File: config.mk
export PLATFORM = sky130hd
export DESIGN_NAME = seq_divider_flat
export DESIGN_NICKNAME = d
export VERILOG_FILES = /design/src/rtl/seq_div_pkg.sv /design/src/rtl/seq_divider_if.sv /design/src/rtl/div_step.sv /design/src/rtl/seq_divider.sv /design/src/flat_wrapper.sv
export SDC_FILE = /design/constraint.sdc
export NUM_CORES = 1
export LEC_CHECK = 0
export BUFFER_PORTS_ARGS = -buffer_cell sky130_fd_sc_hd__buf_2
export CAP_MARGIN = 10
export CORE_AREA = 2 2 59 61
export CTS_CLUSTER_DIAMETER = 80
export DETAILED_ROUTE_END_ITERATION = 12
export DIE_AREA = 0 0 61 63
export GPL_TIMING_DRIVEN = 0
export HOLD_SLACK_MARGIN = 0.08
export PLACE_DENSITY_LB_ADDON = 0.25
export SETUP_SLACK_MARGIN = 0.05
export SLEW_MARGIN = 20
export SYNTH_ARGS = -nofsm -noshare
export SYNTH_HDL_FRONTEND = slang
export SYNTH_SLANG_ARGS = --single-unit
File: constraint.sdc
create_clock -name clk -period 4.75 [get_ports clk]
set_clock_uncertainty 0.2 [all_clocks]
set_input_delay 0.2375 -clock clk [delete_from_list [all_inputs] [get_ports clk]]
set_output_delay 0.2375 -clock clk [all_outputs]
set_load 0.005 [all_outputs]
File: src/rtl/seq_div_pkg.sv
// Shared constants and state encoding for the sequential restoring divider.
package seq_div_pkg;

    localparam int unsigned DW = 8;
    localparam int unsigned VW = 4;
    localparam int unsigned CW = 3;

    typedef enum logic [1:0] {
        IDLE = 2'd0,
        RUN  = 2'd1,
        DONE = 2'd2
    } state_t;

endpackage

File: src/rtl/seq_divider_if.sv
// Start/done handshake and operand/result bundle between a controller and seq_divider.
interface seq_divider_if;
    import seq_div_pkg::*;

    logic          start;
    logic [DW-1:0] a;
    logic [VW-1:0] b;
    logic [DW-1:0] q;
    logic [VW-1:0] r;
    logic          busy;
    logic          done;
    logic          dz;

    modport master (
        output start, a, b,
        input  q, r, busy, done, dz
    );

    modport slave (
        input  start, a, b,
        output q, r, busy, done, dz
    );

endinterface

File: src/rtl/div_step.sv
// One combinational restoring-division step: shift in a dividend bit, trial-subtract the divisor.
module div_step
    import seq_div_pkg::*;
(
    input  logic [VW:0]   rin,
    input  logic          din,
    input  logic [VW-1:0] d,
    output logic [VW:0]   rout,
    output logic          qb
);

    logic [VW:0] rs;

    // rin is always below the divisor, so its top bit drops out of the shift.
    always_comb begin
        rs   = (VW+1)'({rin, din});
        qb   = (rs >= {1'b0, d});
        rout = qb ? (rs - {1'b0, d}) : rs;
    end

endmodule

File: src/rtl/seq_divider.sv
// Iterative restoring divider, one quotient bit per clock, start/done handshake.
// Optional DIV_BY_ZERO_DETECT_EN: b==0 short-circuits to q=all-ones, r=0, dz=1.
module seq_divider
    import seq_div_pkg::*;
(
    input  logic         clk,
    input  logic         reset,
    seq_divider_if.slave bus
);

`ifdef DIV_BY_ZERO_DETECT_EN
    localparam bit DZ_EN = 1'b1;
`else
    localparam bit DZ_EN = 1'b0;
`endif

    state_t        state;
    logic [CW-1:0] cnt;
    logic [DW-1:0] dvd;
    logic [VW-1:0] dvs;
    logic [VW:0]   rem;
    logic [DW-1:0] qsr;
    logic [DW-1:0] q_q;
    logic [VW-1:0] r_q;
    logic          busy_q;
    logic          done_q;
    logic          dz_q;

    logic [VW:0]   rem_nxt;
    logic          qbit;
    logic          zero_div;

    div_step u_step (
        .rin  (rem),
        .din  (dvd[DW-1]),
        .d    (dvs),
        .rout (rem_nxt),
        .qb   (qbit)
    );

    assign zero_div = DZ_EN && (bus.b == '0);

    // Control and datapath registers; start is honoured only outside RUN.
    always_ff @(posedge clk) begin
        if (reset) begin
            state  <= IDLE;
            cnt    <= '0;
            dvd    <= '0;
            dvs    <= '0;
            rem    <= '0;
            qsr    <= '0;
            q_q    <= '0;
            r_q    <= '0;
            busy_q <= 1'b0;
            done_q <= 1'b0;
            dz_q   <= 1'b0;
        end else begin
            case (state)
                IDLE, DONE: begin
                    if (bus.start) begin
                        dvd  <= bus.a;
                        dvs  <= bus.b;
                        rem  <= '0;
                        qsr  <= '0;
                        cnt  <= CW'(DW - 1);
                        dz_q <= zero_div;
                        if (zero_div) begin
                            state  <= DONE;
                            busy_q <= 1'b0;
                            done_q <= 1'b1;
                            q_q    <= '1;
                            r_q    <= '0;
                        end else begin
                            state  <= RUN;
                            busy_q <= 1'b1;
                            done_q <= 1'b0;
                        end
                    end else begin
                        state  <= IDLE;
                        done_q <= 1'b0;
                    end
                end
                RUN: begin
                    rem <= rem_nxt;
                    qsr <= {qsr[DW-2:0], qbit};
                    dvd <= dvd << 1;
                    cnt <= cnt - CW'(1);
                    if (cnt == '0) begin
                        q_q    <= {qsr[DW-2:0], qbit};
                        r_q    <= rem_nxt[VW-1:0];
                        state  <= DONE;
                        busy_q <= 1'b0;
                        done_q <= 1'b1;
                    end
                end
                default: begin
                    state  <= IDLE;
                    busy_q <= 1'b0;
                    done_q <= 1'b0;
                end
            endcase
        end
    end

    assign bus.q    = q_q;
    assign bus.r    = r_q;
    assign bus.busy = busy_q;
    assign bus.done = done_q;
    assign bus.dz   = dz_q;

endmodule

File: src/flat_wrapper.sv
// flat-port wrapper written by rule: the top's interface ports become plain ports
module seq_divider_flat import seq_div_pkg::*;
  (clk, reset, bus_start, bus_a, bus_b, bus_q, bus_r, bus_busy, bus_done, bus_dz);
  seq_divider_if bus_i ();
  input  logic clk;
  input  logic reset;
  input wire logic [$bits(bus_i.start)-1:0] bus_start;
  input wire logic [$bits(bus_i.a)-1:0] bus_a;
  input wire logic [$bits(bus_i.b)-1:0] bus_b;
  output wire logic [$bits(bus_i.q)-1:0] bus_q;
  output wire logic [$bits(bus_i.r)-1:0] bus_r;
  output wire logic [$bits(bus_i.busy)-1:0] bus_busy;
  output wire logic [$bits(bus_i.done)-1:0] bus_done;
  output wire logic [$bits(bus_i.dz)-1:0] bus_dz;
  assign bus_i.start = bus_start;
  assign bus_i.a = bus_a;
  assign bus_i.b = bus_b;
  assign bus_q = bus_i.q;
  assign bus_r = bus_i.r;
  assign bus_busy = bus_i.busy;
  assign bus_done = bus_i.done;
  assign bus_dz = bus_i.dz;
  seq_divider u_core (.clk(clk), .reset(reset), .bus(bus_i));
endmodule
Yosys cells after proc, flatten, opt, wreduce, memory -nomap -nowiden --
Index checks and enable logic that the tools add are counted.
Cells by class: add/subtract/negate cells 2, order comparisons 1, equality and inequality tests 4, mux-type cells 15, bitwise logic cells 1, reductions and logical operators 9
Operator list (number):
- case mux 8 bit (2 select lines) | 1
- case mux 7 bit (2 select lines) | 1
- two-way mux 4 bit | 2
- two-way mux 8 bit | 1
- case mux 4 bit (2 select lines) | 1
- AND reduction 2 bit | 4
- two-way mux 7 bit | 1
- case mux 3 bit (2 select lines) | 1
- >= comparator 5 x 4 -> 1 bit | 1
- case mux 2 bit (2 select lines) | 1
- OR reduction 2 bit | 2
- subtractor 4 bit | 1
- zero test 3 bit | 1
- two-way mux 1 bit | 3
- two-way mux 3 bit | 1
- subtractor 3 x 1 -> 3 bit, second input constant | 1
- equality test 2 x 1 -> 1 bit, second input constant | 1
- equality test 2 bit, second input constant | 1
- zero test 2 bit | 1
- two-way mux 2 bit | 1
- != test 2 x 1 -> 1 bit, second input constant | 1
- != test 2 bit, second input constant | 1
- case mux 1 bit (2 select lines) | 1
- nonzero test 2 bit | 1
- inverter 1 bit | 1
Storage, ports and cells: register bits 42, output and inout port bits 15

Depth between registers and ports, before layout --
word-level depth 4, mapped depth 8, gate-level depth less buffers 8

By module --
A second synthesis with hierarchy kept.
Unflattened totals: cell total of the unflattened synthesis 237, area, all modules 1900.6 µm²
By module, submodules not included:
- seq_divider | instances 1, cells each 202, area an instance 1652.8 µm²
- div_step | instances 1, cells each 35, area an instance 247.7 µm²

Least setup slack after synthesis --
OpenSTA, ideal clock, no wires.
path kind register to register, start reg u_core.dvd[7], end reg u_core.r_q[1] (netlist: u_core.bus.r[1]), arrival 1.648 ns, required time 4.417 ns, setup slack 2.769 ns, cell stages (with the launch flop) 8, cells stage by stage dfxtp_1 -> inv_1 -> ha_1 -> nand2b_4 -> a2111oi_4 -> a21o_4 -> mux2i_1 -> a211oi_2
Between the ends: cells in the longest elaborated chain, start to end 2, elaborated cells on any way between the ends 3, classes of those cells add/sub: 1; order compare: 1; mux: 1
Ends and longest elaborated chain:
- start, declared | line seq_divider.sv:19 | logic [DW-1:0] dvd;
- start signal, assigned | line seq_divider.sv:61 | dvd <= bus.a;
- start signal, assigned | line seq_divider.sv:86 | dvd <= dvd << 1;
- subtractor 4 bit or >= comparator 5 x 4 -> 1 bit (tied branches) | line div_step.sv:18, div_step.sv:17
- two-way mux 4 bit * | line div_step.sv:18 | rout = qb ? (rs - {1'b0, d}) : rs;
- end signal, assigned | line seq_divider.sv:90 | r_q <= rem_nxt[VW-1:0];
- end, declared | line seq_divider.sv:24 | logic [VW-1:0] r_q;
Mark *: on every way between the ends. The rest lies on a longest branch, timed or not. A chain may end at the register's enable or synchronous reset.

Final worst setup path --
Ends and elaborated chain as after synthesis.

==> results.md <==
Floorplan:
- The vertical die dimension is 63 um.
- 30 I/O pins were placed.
- The horizontal die dimension is 61 um.
- The area of the core is 0.00323 sq mm.
- The overall die area is 0.00384 sq mm.
- The initial cell density of the core is 55.7%.
- The initialized floorplan defines 21 standard-cell rows.

Power:
- The maximum vdd ir drop is 210 uV.
- The combinational share of power is 21.3%.
- For this design the total switching power over the nets is 226 uW.
- Cell internal power was estimated by the tool at 507 uW.
- The clock network burns 25.7% of the power.
- Sequential cells burn 53.0% of the power.
- The cell area power density is 330 mW/mm^2.
- The standby leakage power is 0.000946 uW.
- Net switching is 30.8% of the power.
- Overall power consumption after layout is estimated at 733 uW.

Job:
- The max-capacitance violation count is 0.

Critical path:
- The start-to-end type of the worst setup path is reg2reg.
- The worst setup path is captured at a register.
- The launching element type of the critical path is a register.
- The depth of the most critical reg-to-reg path is 7.
- STA puts the critical path data arrival time at 2.21 ns.
- In this design, the stage delay of the slowest critical-path cell is 0.38 ns.
- The highest fanout seen on the critical path is 6.
- The signal on the critical path passes through inv_1 -> ha_1 -> nand2b_4 -> a2111oi_4 -> a21o_4 -> mux2i_1 -> a211oi_2.
- Data on the critical path is required at its endpoint by 4.81 ns.
- Among all stages on the critical path, the largest delay is contributed by sky130_fd_sc_hd__a2111oi_4.

Yosys:
- The number of register bits inferred by synthesis is 42.
- By area the synthesized netlist is led by sky130_fd_sc_hd__dfxtp_1 (47%), sky130_fd_sc_hd__nand2_1 (9.2%), sky130_fd_sc_hd__nor2_1 (5.0%).
- The share of synthesized area in the top cell type comes to 46.7%.
- The number of synthesis warnings is 0.
- The post-synthesis cell count is 207.
- After synthesis, the mean cell area works out to 8.69 sq um.
- The number of enable-type register cells in the synthesized netlist is 0.
- The part of the Yosys area used for sequential elements is 46.7%.
- The async set or reset register ratio after synthesis is 0%.
- The total nets after synthesis is 229.
- sky130_fd_sc_hd__dfxtp_1 takes more of the synthesized area than any other cell.
- The most used flip-flop cell after synthesis is sky130_fd_sc_hd__dfxtp_1.
- The count of cell types in the netlist is 36.
- The post-synthesis cell area is 0.00180 sq mm.

Cells and area:
- In the final layout, the share of cells above drive strength 1 is 18.1%.
- The number of fill cells in the layout is 300.
- The post-route non-filler standard cell count is 305.
- The number of antenna diodes in the final layout is 0.
- Cells fill 68.7% of the core in the end.
- The area growth from synthesis to layout is 23.4%.
- After the last flow step, the layout net total stands at 280.

Placed design:
- The count of buffers added on input and output ports is 28.
- The wire-length estimate of the detail-placed layout is 2.47 mm.
- The cell count after placement is 281.
- The congestion estimate from routability-driven global placement came to 0.784.

STA:
- Static timing analysis puts the maximum clock frequency at 465 MHz.
- The number of hold-slack violations in the final timing report is 0.
- Setup repair after global routing left no endpoint under its margin.
- The count of pins over their slew limit came to 0.
- The final cycle utilization of the critical path is 45.3%.
- The slew at the pin closest to its max-slew limit is 0.546 ns.
- The number of setup violations in the final report is 0.
- The worst slew slack as a fraction of its limit is 63.6%.
- The smallest clock period supported by the final layout is computed as 2.15 ns.
- In the final timing run, aggregate negative setup slack is 0 ns.

Detailed routing:
- The wire length per cell is 11.8 um.
- For this block, the routed nets add up to 3.60 mm of wire.
- The detailed-route DRC error count is 0.
- The iteration count of the initial detailed-routing pass is 4.
- The first-iteration detailed-routing DRC count is 32.
- The routed layout has 1,526 vias.
- The detailed-route vias per instance is 5.00.
- The count of nets left with antenna violations once routing finished came out at 0.

GRT:
- The total global routing overflow is 0.
- Entering global routing, the biggest net connects 16 pins.
- The initial antenna violation count came to 0.
- The number of global-route vias before repair is 1,458.
- The global-route wire length before repair is 6.22 mm.
- The global router's overall resource usage is 21.3%.

Clocking:
- Clock-pin slew was measured on the worst setup and hold paths at 0.14 ns.
- TritonCTS built the clock tree.
- The clock drives 42 sinks.
- The number of levels the H-tree was split into is 2.
- CTS placed an instance of sky130_fd_sc_hd__clkbuf_4 at the clock tree root.
- The clock reaches the later pin of the worst-skew pair after 0.37 ns.
- The number of post-CTS setup repair buffers is 0.
- The number of clock buffers added by TritonCTS is 5.
- Counting along the longest clock path gives a buffer depth of 2.

Status:
- The flow ran to the end, and the final reports show no timing, DRC or antenna violations.

Worst hold path:
- The tightest min-delay check is of the reg2reg type.
- Counting instances, the worst hold path has a depth of 2.
-- through the flow --
stage / hold slack [ns] / area [sq um] / setup WS [ns]
final: 0.259 / 2220 / 2.60
after global routing: 0.277 / 2220 / 2.48
after CTS: 0.262 / 2220 / 2.61
after detailed placement: 0.243 / 2000 / 2.60
after global placement: 0.242 / 2000 / 2.60
after floorplan: 0.133 / 1800 / 2.77
-- kinds of logic after synthesis --
| logic type | Yosys count | synth area share (%) |
|---|---|---|
| simple gates | 85 | 20.7 |
| compound gates | 49 | 20.5 |
| flops | 42 | 46.7 |
| buf+inv | 19 | 4.52 |
| fa+ha+maj | 7 | 5.29 |
| xor+xnor | 2 | 0.974 |
| mux | 2 | 1.11 |
| other cells | 1 | 0.208 |
-- metal layers --
metal | global-route usage, % | part of all wire [%] | routed length [um]
met5 | 0 | 0 | 0
met4 | 7.34 | 1.7 | 62
met3 | 5.18 | 3.3 | 118
met2 | 35.1 | 48 | 1720
met1 | 26.4 | 47 | 1700
-- power by group through the flow --
stage / Sequential, uW / Clock (uW) / Combinational, uW
floorplan: 393 / 0 / 111
global placement: 395 / 0 / 144
detailed placement: 396 / 0 / 145
CTS: 388 / 192 / 156
global route: 391 / 210 / 177
finish: 388 / 188 / 156
-- cell type report --
type	count	area [sq um]	share of cell area [%]
Multi-Input combinational cell	146	877	39.5
Sequential cell	42	841	37.9
Timing Repair Buffer	44	300	13.5
Tap cell	46	57.6	2.59
Buffer	11	51.3	2.31
Clock buffer	5	37.5	1.69
Inverter	8	30.0	1.35
Clock inverter	3	25.0	1.13
-- worst paths after layout --
check	from	endpoint	slack [ns]
worst max-delay path	u_core.dvd[7]$_SDFFE_PP0P_	u_core.bus.r[1]$_SDFFE_PP0P_	2.60
worst min-delay path	u_core.bus.q[7]$_SDFFE_PP0P_	u_core.bus.q[7]$_SDFFE_PP0P_	0.26
worst max register to register	u_core.dvd[7]$_SDFFE_PP0P_	u_core.bus.r[1]$_SDFFE_PP0P_	2.60
worst min register to register	u_core.bus.q[7]$_SDFFE_PP0P_	u_core.bus.q[7]$_SDFFE_PP0P_	0.26
-- Yosys cell counts, types with 2 or more instances --
master	instances
sky130_fd_sc_hd__a22o_1	8
sky130_fd_sc_hd__a211oi_1	3
sky130_fd_sc_hd__inv_1	8
sky130_fd_sc_hd__nor2b_1	3
sky130_fd_sc_hd__buf_2	5
sky130_fd_sc_hd__nor3b_1	2
sky130_fd_sc_hd__buf_1	2
sky130_fd_sc_hd__nor2_1	24
sky130_fd_sc_hd__clkbuf_1	3
sky130_fd_sc_hd__xor2_1	2
sky130_fd_sc_hd__a21oi_1	16
sky130_fd_sc_hd__nand2b_1	6
sky130_fd_sc_hd__nand2_1	44
sky130_fd_sc_hd__o21ai_0	4
sky130_fd_sc_hd__a21o_1	2
sky130_fd_sc_hd__ha_1	6
sky130_fd_sc_hd__a311oi_1	8
sky130_fd_sc_hd__dfxtp_1	42
sky130_fd_sc_hd__mux2i_1	2
-- critical path, delay by kind of cell (launching register included) --
| kind | cells | cell delay (ns) |
|---|---|---|
| buffers and inverters | 1 | 0.06 |
| adder cells (fa/ha/maj) | 1 | 0.33 |
| flip-flops | 1 | 0.35 |
| AND/OR/NAND/NOR | 1 | 0.16 |
| multiplexers | 1 | 0.29 |
| AO/OA/AOI/OAI | 3 | 0.66 |
-- state kept, by name, summed over array words and instances (netlist names) --
| register | count |
|---|---|
| u_core.bus.q | 8 |
| u_core.state | 2 |
| u_core.rem | 4 |
| u_core.bus.r | 4 |
| u_core.bus.done | 1 |
| u_core.dvd | 8 |
| u_core.qsr | 7 |
| u_core.bus.busy | 1 |
| u_core.cnt | 3 |
| u_core.dvs | 4 |
-- placed cells by master, fill, tap and decap left out, types with 2 or more instances in the layout --
cell type                       Yosys  layout
sky130_fd_sc_hd__a211oi_1           3       3
sky130_fd_sc_hd__a21o_1             2       2
sky130_fd_sc_hd__a21oi_1           16      16
sky130_fd_sc_hd__a22o_1             8       8
sky130_fd_sc_hd__a311oi_1           8       8
sky130_fd_sc_hd__buf_1              2       2
sky130_fd_sc_hd__buf_2              5      33
sky130_fd_sc_hd__clkbuf_1           3       3
sky130_fd_sc_hd__clkbuf_4           0       5
sky130_fd_sc_hd__dfxtp_1           42      42
sky130_fd_sc_hd__dlygate4sd3_1      0      16
sky130_fd_sc_hd__ha_1               6       6
sky130_fd_sc_hd__inv_1              8       8
sky130_fd_sc_hd__mux2i_1            2       2
sky130_fd_sc_hd__nand2_1           44      44
sky130_fd_sc_hd__nand2b_1           6       6
sky130_fd_sc_hd__nor2_1            24      24
sky130_fd_sc_hd__nor2b_1            3       3
sky130_fd_sc_hd__nor3b_1            2       2
sky130_fd_sc_hd__o21ai_0            4       4
sky130_fd_sc_hd__xor2_1             2       2
-- timing repair --
item,4_1_cts,5_1_grt
hold buffers,16,0
resized for setup,0,0
hold endpoints to repair,15,0
setup endpoints to repair,0,0
Power figures use the tool's default switching activity.
